File: src/rtl/bus_pkg.sv
// Shared slot positions and RPi access states for the bus scheduler.
// Slot numbers are positions within the 16-slot frame.
package bus_pkg;

   localparam logic [3:0] CYC_VID_RAM  = 4'd0;
   localparam logic [3:0] CYC_VID_ROM  = 4'd2;
   localparam logic [3:0] CYC_PI_SLOT0 = 4'd5;
   localparam logic [3:0] CYC_CPU      = 4'd8;
   localparam logic [3:0] CYC_PI_SLOT1 = 4'd12;

   typedef enum logic [1:0] {
      IDLE   = 2'd0,
      ARMED  = 2'd1,
      ACCESS = 2'd2,
      DONE   = 2'd3
   } pi_state_t;

endpackage

File: src/rtl/bus_sched_checker.sv
// Bus ownership checker: at most one requester may own the bus in any cycle.
module bus_sched_checker (
   input logic i_clk,
   input logic i_rst_n,
   input logic i_video_sel,
   input logic i_pi_sel,
   input logic i_cpu_en
);

   a_single_owner: assert property (@(posedge i_clk) disable iff (!i_rst_n)
      $onehot0({i_video_sel, i_pi_sel, i_cpu_en}));

endmodule

File: src/rtl/bus_slot_counter.sv
// Frame slot counter with clk8/phi2 generation and per-frame flag sampling.
// The *_nxt outputs describe the slot that starts at the coming clock edge.
module bus_slot_counter (
   input  logic       i_clk,
   input  logic       i_rst_n,
   input  logic       i_video_en,
   input  logic       i_cpu_halted,
   output logic [3:0] o_cyc_nxt,
   output logic       o_video_frame_nxt,
   output logic       o_halted_frame_nxt,
   output logic       o_clk8,
   output logic       o_phi2
);

   logic [3:0] r_cyc;
   logic       r_video_flag;
   logic       r_halted_flag;
   logic       r_clk8;
   logic       r_phi2;
   logic [3:0] w_cyc_nxt;
   logic       w_video_nxt;
   logic       w_halted_nxt;

   // Next slot number and frame flags, which only change across the 15->0 wrap.
   always_comb begin
      w_cyc_nxt = r_cyc + 4'd1;
      if (r_cyc == 4'd15) begin
         w_video_nxt  = i_video_en;
         w_halted_nxt = i_cpu_halted;
      end else begin
         w_video_nxt  = r_video_flag;
         w_halted_nxt = r_halted_flag;
      end
   end

   // Counter, flags and derived clocks.
   always_ff @(posedge i_clk or negedge i_rst_n) begin
      if (!i_rst_n) begin
         r_cyc         <= 4'd0;
         r_video_flag  <= 1'b0;
         r_halted_flag <= 1'b0;
         r_clk8        <= 1'b0;
         r_phi2        <= 1'b0;
      end else begin
         r_cyc         <= w_cyc_nxt;
         r_video_flag  <= w_video_nxt;
         r_halted_flag <= w_halted_nxt;
         r_clk8        <= w_cyc_nxt[0];
         r_phi2        <= w_cyc_nxt[3];
      end
   end

   assign o_cyc_nxt          = w_cyc_nxt;
   assign o_video_frame_nxt  = w_video_nxt;
   assign o_halted_frame_nxt = w_halted_nxt;
   assign o_clk8             = r_clk8;
   assign o_phi2             = r_phi2;

endmodule

File: src/rtl/bus_scheduler.sv
// Time-division bus scheduler: video fetch, RPi access and 6502 phase per 1 MHz frame.
// Every output is decoded one slot ahead and registered.
module bus_scheduler
   import bus_pkg::*;
#(
   parameter bit VIDEO_EN_DEFAULT = 1'b1,
   parameter bit PI_TURBO         = 1'b1
) (
   input  logic clk_sys_i,
   input  logic reset_ni,
   input  logic video_en_i,
   input  logic cpu_halted_i,
   input  logic bus_rw_ni,
   input  logic pi_pending_i,
   input  logic pi_rw_ni,
   output logic clk8_o,
   output logic phi2_o,
   output logic cpu_enable_o,
   output logic cpu_read_o,
   output logic cpu_write_o,
   output logic video_select_o,
   output logic video_ram_strobe_o,
   output logic video_rom_strobe_o,
   output logic pi_select_o,
   output logic pi_read_o,
   output logic pi_write_o,
   output logic pi_done_o
);

   logic [3:0] w_cyc_nxt;
   logic       w_video_frame;
   logic       w_halted_frame;

   logic       w_video_on;
   logic       w_cpu_on;
   logic       w_video_sel_nxt;
   logic       w_video_ram_nxt;
   logic       w_video_rom_nxt;
   logic       w_cpu_en_nxt;
   logic       w_cpu_rd_nxt;
   logic       w_cpu_wr_nxt;

   pi_state_t  r_pi_state;
   pi_state_t  w_pi_state_nxt;
   logic [1:0] r_pi_phase;
   logic [1:0] w_pi_phase_nxt;
   logic       r_pi_rw;
   logic       w_pi_rw_nxt;
   logic       w_slot_go;
   logic       w_pi_start;
   logic       w_pi_sel_nxt;
   logic       w_pi_rd_nxt;
   logic       w_pi_wr_nxt;
   logic       w_pi_done_nxt;

   logic       r_cpu_en;
   logic       r_cpu_rd;
   logic       r_cpu_wr;
   logic       r_video_sel;
   logic       r_video_ram;
   logic       r_video_rom;
   logic       r_pi_sel;
   logic       r_pi_rd;
   logic       r_pi_wr;
   logic       r_pi_done;

   bus_slot_counter u_slot_counter (
      .i_clk              (clk_sys_i),
      .i_rst_n            (reset_ni),
      .i_video_en         (video_en_i),
      .i_cpu_halted       (cpu_halted_i),
      .o_cyc_nxt          (w_cyc_nxt),
      .o_video_frame_nxt  (w_video_frame),
      .o_halted_frame_nxt (w_halted_frame),
      .o_clk8             (clk8_o),
      .o_phi2             (phi2_o)
   );

   // Video and CPU slot decode for the coming slot.
   always_comb begin
      w_video_on      = VIDEO_EN_DEFAULT && w_video_frame;
      w_cpu_on        = !w_halted_frame;
      w_video_sel_nxt = w_video_on && (w_cyc_nxt < CYC_PI_SLOT0);
      w_video_ram_nxt = w_video_on && (w_cyc_nxt == CYC_VID_RAM + 4'd1);
      w_video_rom_nxt = w_video_on && (w_cyc_nxt == CYC_VID_ROM + 4'd1);
      w_cpu_en_nxt    = w_cpu_on && (w_cyc_nxt >= CYC_CPU);
      w_cpu_rd_nxt    = w_cpu_on && (w_cyc_nxt >= CYC_CPU + 4'd1) && bus_rw_ni;
      // Write strobe drops one slot early so data is held past the strobe.
      w_cpu_wr_nxt    = w_cpu_on && (w_cyc_nxt >= CYC_CPU + 4'd2) &&
                        (w_cyc_nxt <= 4'd14) && !bus_rw_ni;
   end

   // RPi FSM state register.
   always_ff @(posedge clk_sys_i or negedge reset_ni) begin
      if (!reset_ni) begin
         r_pi_state <= IDLE;
         r_pi_phase <= 2'd0;
         r_pi_rw    <= 1'b1;
      end else begin
         r_pi_state <= w_pi_state_nxt;
         r_pi_phase <= w_pi_phase_nxt;
         r_pi_rw    <= w_pi_rw_nxt;
      end
   end

   // RPi FSM next state; a request seen at the edge before a slot wins it.
   always_comb begin
      w_slot_go      = (w_cyc_nxt == CYC_PI_SLOT0) ||
                       (PI_TURBO && w_halted_frame && (w_cyc_nxt == CYC_PI_SLOT1));
      w_pi_start     = pi_pending_i && w_slot_go;
      w_pi_state_nxt = r_pi_state;
      w_pi_phase_nxt = r_pi_phase;
      w_pi_rw_nxt    = r_pi_rw;
      case (r_pi_state)
         IDLE, ARMED: begin
            if (w_pi_start) begin
               w_pi_state_nxt = ACCESS;
               w_pi_phase_nxt = 2'd0;
               w_pi_rw_nxt    = pi_rw_ni;
            end else if (pi_pending_i) begin
               w_pi_state_nxt = ARMED;
            end else begin
               w_pi_state_nxt = IDLE;
            end
         end
         ACCESS: begin
            if (r_pi_phase == 2'd2) begin
               w_pi_state_nxt = DONE;
               w_pi_phase_nxt = 2'd0;
            end else begin
               w_pi_phase_nxt = r_pi_phase + 2'd1;
            end
         end
         DONE: begin
            if (!pi_pending_i) begin
               w_pi_state_nxt = IDLE;
            end else begin
               w_pi_state_nxt = DONE;
            end
         end
         default: begin
            w_pi_state_nxt = IDLE;
            w_pi_phase_nxt = 2'd0;
         end
      endcase
   end

   // RPi FSM outputs: select for setup/strobe/hold, done once the hold slot ends.
   always_comb begin
      w_pi_sel_nxt  = (w_pi_state_nxt == ACCESS);
      w_pi_rd_nxt   = w_pi_sel_nxt && (w_pi_phase_nxt == 2'd1) && w_pi_rw_nxt;
      w_pi_wr_nxt   = w_pi_sel_nxt && (w_pi_phase_nxt == 2'd1) && !w_pi_rw_nxt;
      w_pi_done_nxt = (r_pi_state == ACCESS) && (w_pi_state_nxt == DONE);
   end

   // Output registers.
   always_ff @(posedge clk_sys_i or negedge reset_ni) begin
      if (!reset_ni) begin
         r_cpu_en    <= 1'b0;
         r_cpu_rd    <= 1'b0;
         r_cpu_wr    <= 1'b0;
         r_video_sel <= 1'b0;
         r_video_ram <= 1'b0;
         r_video_rom <= 1'b0;
         r_pi_sel    <= 1'b0;
         r_pi_rd     <= 1'b0;
         r_pi_wr     <= 1'b0;
         r_pi_done   <= 1'b0;
      end else begin
         r_cpu_en    <= w_cpu_en_nxt;
         r_cpu_rd    <= w_cpu_rd_nxt;
         r_cpu_wr    <= w_cpu_wr_nxt;
         r_video_sel <= w_video_sel_nxt;
         r_video_ram <= w_video_ram_nxt;
         r_video_rom <= w_video_rom_nxt;
         r_pi_sel    <= w_pi_sel_nxt;
         r_pi_rd     <= w_pi_rd_nxt;
         r_pi_wr     <= w_pi_wr_nxt;
         r_pi_done   <= w_pi_done_nxt;
      end
   end

   assign cpu_enable_o       = r_cpu_en;
   assign cpu_read_o         = r_cpu_rd;
   assign cpu_write_o        = r_cpu_wr;
   assign video_select_o     = r_video_sel;
   assign video_ram_strobe_o = r_video_ram;
   assign video_rom_strobe_o = r_video_rom;
   assign pi_select_o        = r_pi_sel;
   assign pi_read_o          = r_pi_rd;
   assign pi_write_o         = r_pi_wr;
   assign pi_done_o          = r_pi_done;

   bus_sched_checker u_checker (
      .i_clk       (clk_sys_i),
      .i_rst_n     (reset_ni),
      .i_video_sel (r_video_sel),
      .i_pi_sel    (r_pi_sel),
      .i_cpu_en    (r_cpu_en)
   );

endmodule

File: config.mk
export PLATFORM = sky130hd
export DESIGN_NAME = bus_scheduler
export DESIGN_NICKNAME = d
export VERILOG_FILES = /design/src/rtl/bus_pkg.sv /design/src/rtl/bus_sched_checker.sv /design/src/rtl/bus_slot_counter.sv /design/src/rtl/bus_scheduler.sv
export SDC_FILE = /design/constraint.sdc
export NUM_CORES = 1
export LEC_CHECK = 0
export CAP_MARGIN = 20
export CORE_MARGIN = 2
export CORE_UTILIZATION = 63
export CTS_BUF_LIST = sky130_fd_sc_hd__clkbuf_2
export DETAILED_ROUTE_END_ITERATION = 6
export DONT_BUFFER_PORTS = 1
export PLACE_DENSITY = 0.87
export SLEW_MARGIN = 20
export SYNTH_ARGS = -nofsm -noshare
export SYNTH_HDL_FRONTEND = slang
export SYNTH_SLANG_ARGS = --single-unit
File: constraint.sdc
create_clock -name clk_sys_i -period 2.6 [get_ports clk_sys_i]
set_input_delay 0.65 -clock clk_sys_i [delete_from_list [all_inputs] [get_ports clk_sys_i]]
set_output_delay 0.65 -clock clk_sys_i [all_outputs]
set_load 0.01 [all_outputs]
After elaboration in Yosys (flattened, before gate mapping)
Index checks and enable logic that the tools add are counted.
{ "classes": {"n_reduce_logical": 21, "muxes": 12, "eq_ne": 12, "order_cmp": 5, "n_addsub": 2} }
{ "op_table": {"columns": ["operator", "count"], "rows": [
  ["1-bit logical AND", 15],
  ["4-bit >= comparator (second input constant)", 3],
  ["2-bit == test (second input constant)", 5],
  ["2-bit 2-to-1 mux", 5],
  ["4-bit == test (second input constant)", 2],
  ["2-bit case mux with 3 select lines", 1],
  ["1-bit 2-to-1 mux", 5],
  ["4-bit by 1-bit adder with 4-bit output (second input constant)", 1],
  ["2-bit by 1-bit == test with 1-bit output (second input constant)", 2],
  ["4-bit by 1-bit == test with 1-bit output (second input constant)", 1],
  ["4-bit by 2-bit == test with 1-bit output (second input constant)", 1],
  ["4-bit by 3-bit == test with 1-bit output (second input constant)", 1],
  ["4-bit <= comparator (second input constant)", 1],
  ["4-bit by 3-bit less-than comparator with 1-bit output (second input constant)", 1],
  ["2-bit case mux with 2 select lines", 1],
  ["1-bit logical NOT", 3],
  ["2-bit by 1-bit adder with 2-bit output (second input constant)", 1],
  ["2-bit logical NOT", 1],
  ["2-bit OR reduction", 1],
  ["1-bit logical OR", 1]
]} }
{ "word_totals": {"word_cells": 70, "regBits": 23, "in_bits": 7} }

Longest topological paths before layout
{ "depth": {"depth_word": 10, "ltp_mapped": 6} }

Modules after synthesis
Synthesis repeated with hierarchy kept, for this count alone.
{ "hier_totals": {"cells_unflattened": 69, "hier_area_um2": 883.3} }
{ "by_module_without_submodules": {"columns": ["mod", "instances", "cells_per_inst", "area_per_inst_um2"], "rows": [
  ["bus_scheduler", 1, 55, 661.9],
  ["bus_slot_counter", 1, 14, 221.5]
]} }

Worst setup path after synthesis
OpenSTA, ideal clock, no wires.
{ "synth_path": {"path_kind": "reg-to-reg", "start": "reg u_slot_counter.r_cyc[0]", "end": "reg r_pi_rw", "slack_ns": 0.658, "path_stages_with_launch": 7, "required_ns": 2.515, "t_arrival_ns": 1.857, "n_path_buf": 0, "cell_sequence": "dfrtp_1 -> ha_1 -> nand3_1 -> mux2i_1 -> mux2i_1 -> nor4b_4 -> mux2_1"} }
{ "synth_between": {"elab_chain_cells": 7, "word_cells_on_any_way": 10} }
{ "synth_lines": {"columns": ["element", "line_no", "text"], "rows": [
  ["start: declaration", "bus_slot_counter.sv:15", "logic [3:0] r_cyc;"],
  ["start signal: assignment", "bus_slot_counter.sv:45", "r_cyc <= w_cyc_nxt;"],
  ["4-bit by 1-bit adder with 4-bit output / 4-bit == test (equally long branches)", "bus_slot_counter.sv:26, bus_slot_counter.sv:27", null],
  ["4-bit == test / 1-bit 2-to-1 mux (equally long branches)", "bus_scheduler.sv:109, bus_slot_counter.sv:27", null],
  ["1-bit logical AND", "bus_scheduler.sv:109", "(PI_TURBO && w_halted_frame && (w_cyc_nxt == CYC_PI_SLOT1));"],
  ["1-bit logical OR (*)", "bus_scheduler.sv:108", "w_slot_go = (w_cyc_nxt == CYC_PI_SLOT0) ||"],
  ["1-bit logical AND (*)", "bus_scheduler.sv:110", "w_pi_start = pi_pending_i && w_slot_go;"],
  ["1-bit 2-to-1 mux (*)", "bus_scheduler.sv:116", "if (w_pi_start) begin"],
  ["1-bit 2-to-1 mux (*)", "bus_scheduler.sv:114", "case (r_pi_state)"],
  ["net w_pi_rw_nxt", "bus_scheduler.sv:48", "logic w_pi_rw_nxt;"],
  ["end signal: assignment", "bus_scheduler.sv:102", "r_pi_rw <= w_pi_rw_nxt;"],
  ["end: declaration", "bus_scheduler.sv:47", "logic r_pi_rw;"]
]} }
Mark *: on every way through the listed nets, which the timed path passes. The rest lies on a longest branch.

Final worst setup path
Same ends and word-level chain as after synthesis.

==> summary.txt <==
Finish
  – Reg with most FFs: u_slot_counter.r_cyc
  – # diodes: 0
  – Largest regs: u_slot_counter.r_cyc (4), r_pi_phase (2), r_pi_state (2)
  – Max FFs per register: 4
  – FF+latch area: 527 µm²
  – Nets: 87
  – Commonest non-fill, non-tap cell in the layout: dfrtp_1
  – Fill count: 86
  – Final core area utilization: 0.712
  – Synthesis-to-finish area growth: 5.04%
  – Most frequent cells in the layout: dfrtp_1, inv_1, nor2_1
  – Share of cells above drive strength 1: 0.120
  – Multi-input combinational cell area: 340 µm²

Worst setup path
  – RR Startpoint: u_slot_counter.r_cyc[0]
  – CP required: between 2 and 3 ns
  – Arrival time worst endpoint: 2.36 ns
  – Startpoint types: flip-flop
  – Slowest CP cell: dfrtp_1
  – CP max FO: 5
  – CP peak stage delay: 0.50 ns
  – Critical Path, Cell by Cell: ha_1 -> nand3_1 -> mux2i_1 -> mux2i_1 -> nor4b_4 -> mux2_1
  – CP top delay family: multiplexers
  – CP Capture Type: flip-flop
  – Worst Setup SP: u_slot_counter.r_cyc[0]
  – Cell mode on critical path: mux2i_1
  – Crit Path Class: reg -> reg
  – WP buf/inv: 0

GRT
  – Grt total ovfl: 0
  – Vias in the first global route: between 400 and 500
  – First-pass GRT wire length: ~2100 µm
  – Largest net degree at the start of global routing: 21
  – GRT Total Usage: 0.167
  – Initial antenna violation count: 0

Synth
  – Syn Area/Cell: around 13 µm²
  – Most used DFF post-synth: dfrtp_1
  – Ys Warns: 0
  – Seq cells post-synth: 21
  – Compound-gate portion of the synthesized area: 0.0686
  – Area share of the leading cell type in the synthesized netlist: 0.560
  – Post-synthesis xor/xnor area fraction: 0.0406
  – Syn Nets: 82
  – Post-synth EDFFs: 0
  – Area contributors post-synth: dfrtp_1, ha_1, mux2i_1
  – Mapped Area: 893 µm²
  – FFs w/ async S/R, synth: 1.00
  – Post-synth top area cell: dfrtp_1
  – Adder-cell share of the synthesized area: 0.0560
  – Largest family of logic cells by synthesized area: simple AND/OR/NAND/NOR gates
  – Post-synthesis mux area share: 0.0588
  – Synth Area in Simple Gates: 0.157
  – Syn Inst Count: 71
  – Register area share after synthesis: 0.590
  – Unique cell type count in the Yosys netlist: 29

Floorplanning
  – Die Width: between 40 and 50 µm
  – I/O Pins: 19
  – # rows: 13
  – Initial core utilization: 0.678
  – Die Y: 41.7 µm
  – Total core area: 1320 µm²
  – Die Area: roughly 1700 µm²

Clock network
  – H-tree Lvls: 1
  – CTS buffer count: 3
  – Clk buf depth: 2
  – CTS tree: yes
  – Resize count post-CTS: 0
  – Worst-Skew Late Latency: approximately 0.31 ns
  – Clock transition at path regs: 0.19 ns
  – Clock sink total: 21
  – CTS Root Cell: clkbuf_2

Hold path
  – Worst Hold Class: in -> async

Placement
  – Setup slack at placement: roughly 0.53 ns
  – I/O Buffers: 0
  – DP HPWL: about 900 µm
  – RD Place Congestion: between 0.7 and 0.8

Route
  – First-iteration detailed-routing DRC count: 19
  – Final WL: 1250 µm
  – Via Count: 512
  – DRT Pass-1 Iters: 4
  – WL per Instance: ~14 µm
  – Final ANT Viol Nets: 0
  – Vias per cell: 5.69
  – DRC viols: 0

STA
  – Final period util: 0.803
  – F_max: roughly 480 MHz
  – Slew Limit Fails: 0
  – Max-Slew Margin vs Limit: 0.435
  – Final setup vio count: 0
  – Hold Vio Cnt, Final: 0
  – Skew final: 0.00202 ns
  – Slew @ Worst Pin: 0.844 ns
  – RSZ-0062 raised after global routing: false
  – Min Tclk post-route: 2.09 ns
  – Fin Setup TNS: 0 ns
  – Final worst slack: 0.513 ns
  – Hold slack: 0.138 ns

Power
  – VDD IR max: 0.304 mV
  – Total power: 0.000519 W
  – Pleak: between 0.4 and 0.5 nW
  – Pwr/cell area: 553 nW/µm²

Outcome
  – Outcome: finished, final reports clean

Flow run
  – MaxCap Viol Count: 0
==> final cells by class <==
cell class / instances / area share
well taps: 15 / 0.0200
flip-flops and latches: 21 / 0.561
inverters: 6 / 0.0240
repair buffers: 1 / 0.0107
clock inverters: 1 / 0.00533
clock buffers: 3 / 0.0160
multi-input cells: 43 / 0.363
==> cells in the mapped netlist, types with 2 or more instances <==
master     n
nand2_1    3
dfrtp_1   20
nor2_1     6
mux2i_1    3
nor3_1     2
inv_1      6
nand2b_1   3
a21oi_1    2
and3_1     2
o21ai_0    2
ha_1       4
==> path summary, 6_finish.rpt <==
kind                              end  slack [ns]  cells past startpoint
max                           r_pi_rw        0.51                      6
min                           r_pi_rw        0.14                      0
max reg2reg                   r_pi_rw        0.51                      6
min reg2reg                pi_write_o        0.51                      1
max in group asynchronous   pi_read_o        1.24                      1
min in group clk_sys_i        r_pi_rw        0.45                      1
==> power by group <==
part / leakage (nW) / internal [W] / switching [W] / total [W]
logic: 0.198 / 0.0000134 / 0.0000156 / 0.0000290
registers: 0.272 / 0.000344 / 0.0000139 / 0.000358
clock network: 0.0164 / 0.0000349 / 0.0000978 / 0.000133
==> what timing repair did <==
item | 4_1_cts | 5_1_grt
endpoints found under the setup margin | 0 | 0
endpoints found under the hold margin | 20 | 0
setup buffers | 0 | 0
hold buffers | 1 | 0
==> metrics by stage <==
step | std cells | instance area, µm²
2_1_floorplan | 71 | 893
3_3_place_gp | 85 | 908
3_5_place_dp | 85 | 908
4_1_cts | 90 | 938
5_1_grt | 90 | 938
6_report | 90 | 938
==> routing by layer <==
metal | GRT usage | wire, µm | share of wire
met1 | 0.254 | 643 | 0.52
met2 | 0.225 | 530 | 0.43
met3 | 0.0391 | 56 | 0.045
met4 | 0.0774 | 16 | 0.013
met5 | 0 | 0 | 0
==> kinds of logic after synthesis <==
group | after synthesis
compound gates | 9
xor+xnor | 2
fa+ha+maj | 4
buf+inv | 7
flops | 21
mux | 5
simple gates | 23
Note: power is estimated with default switching activity, not from simulation.
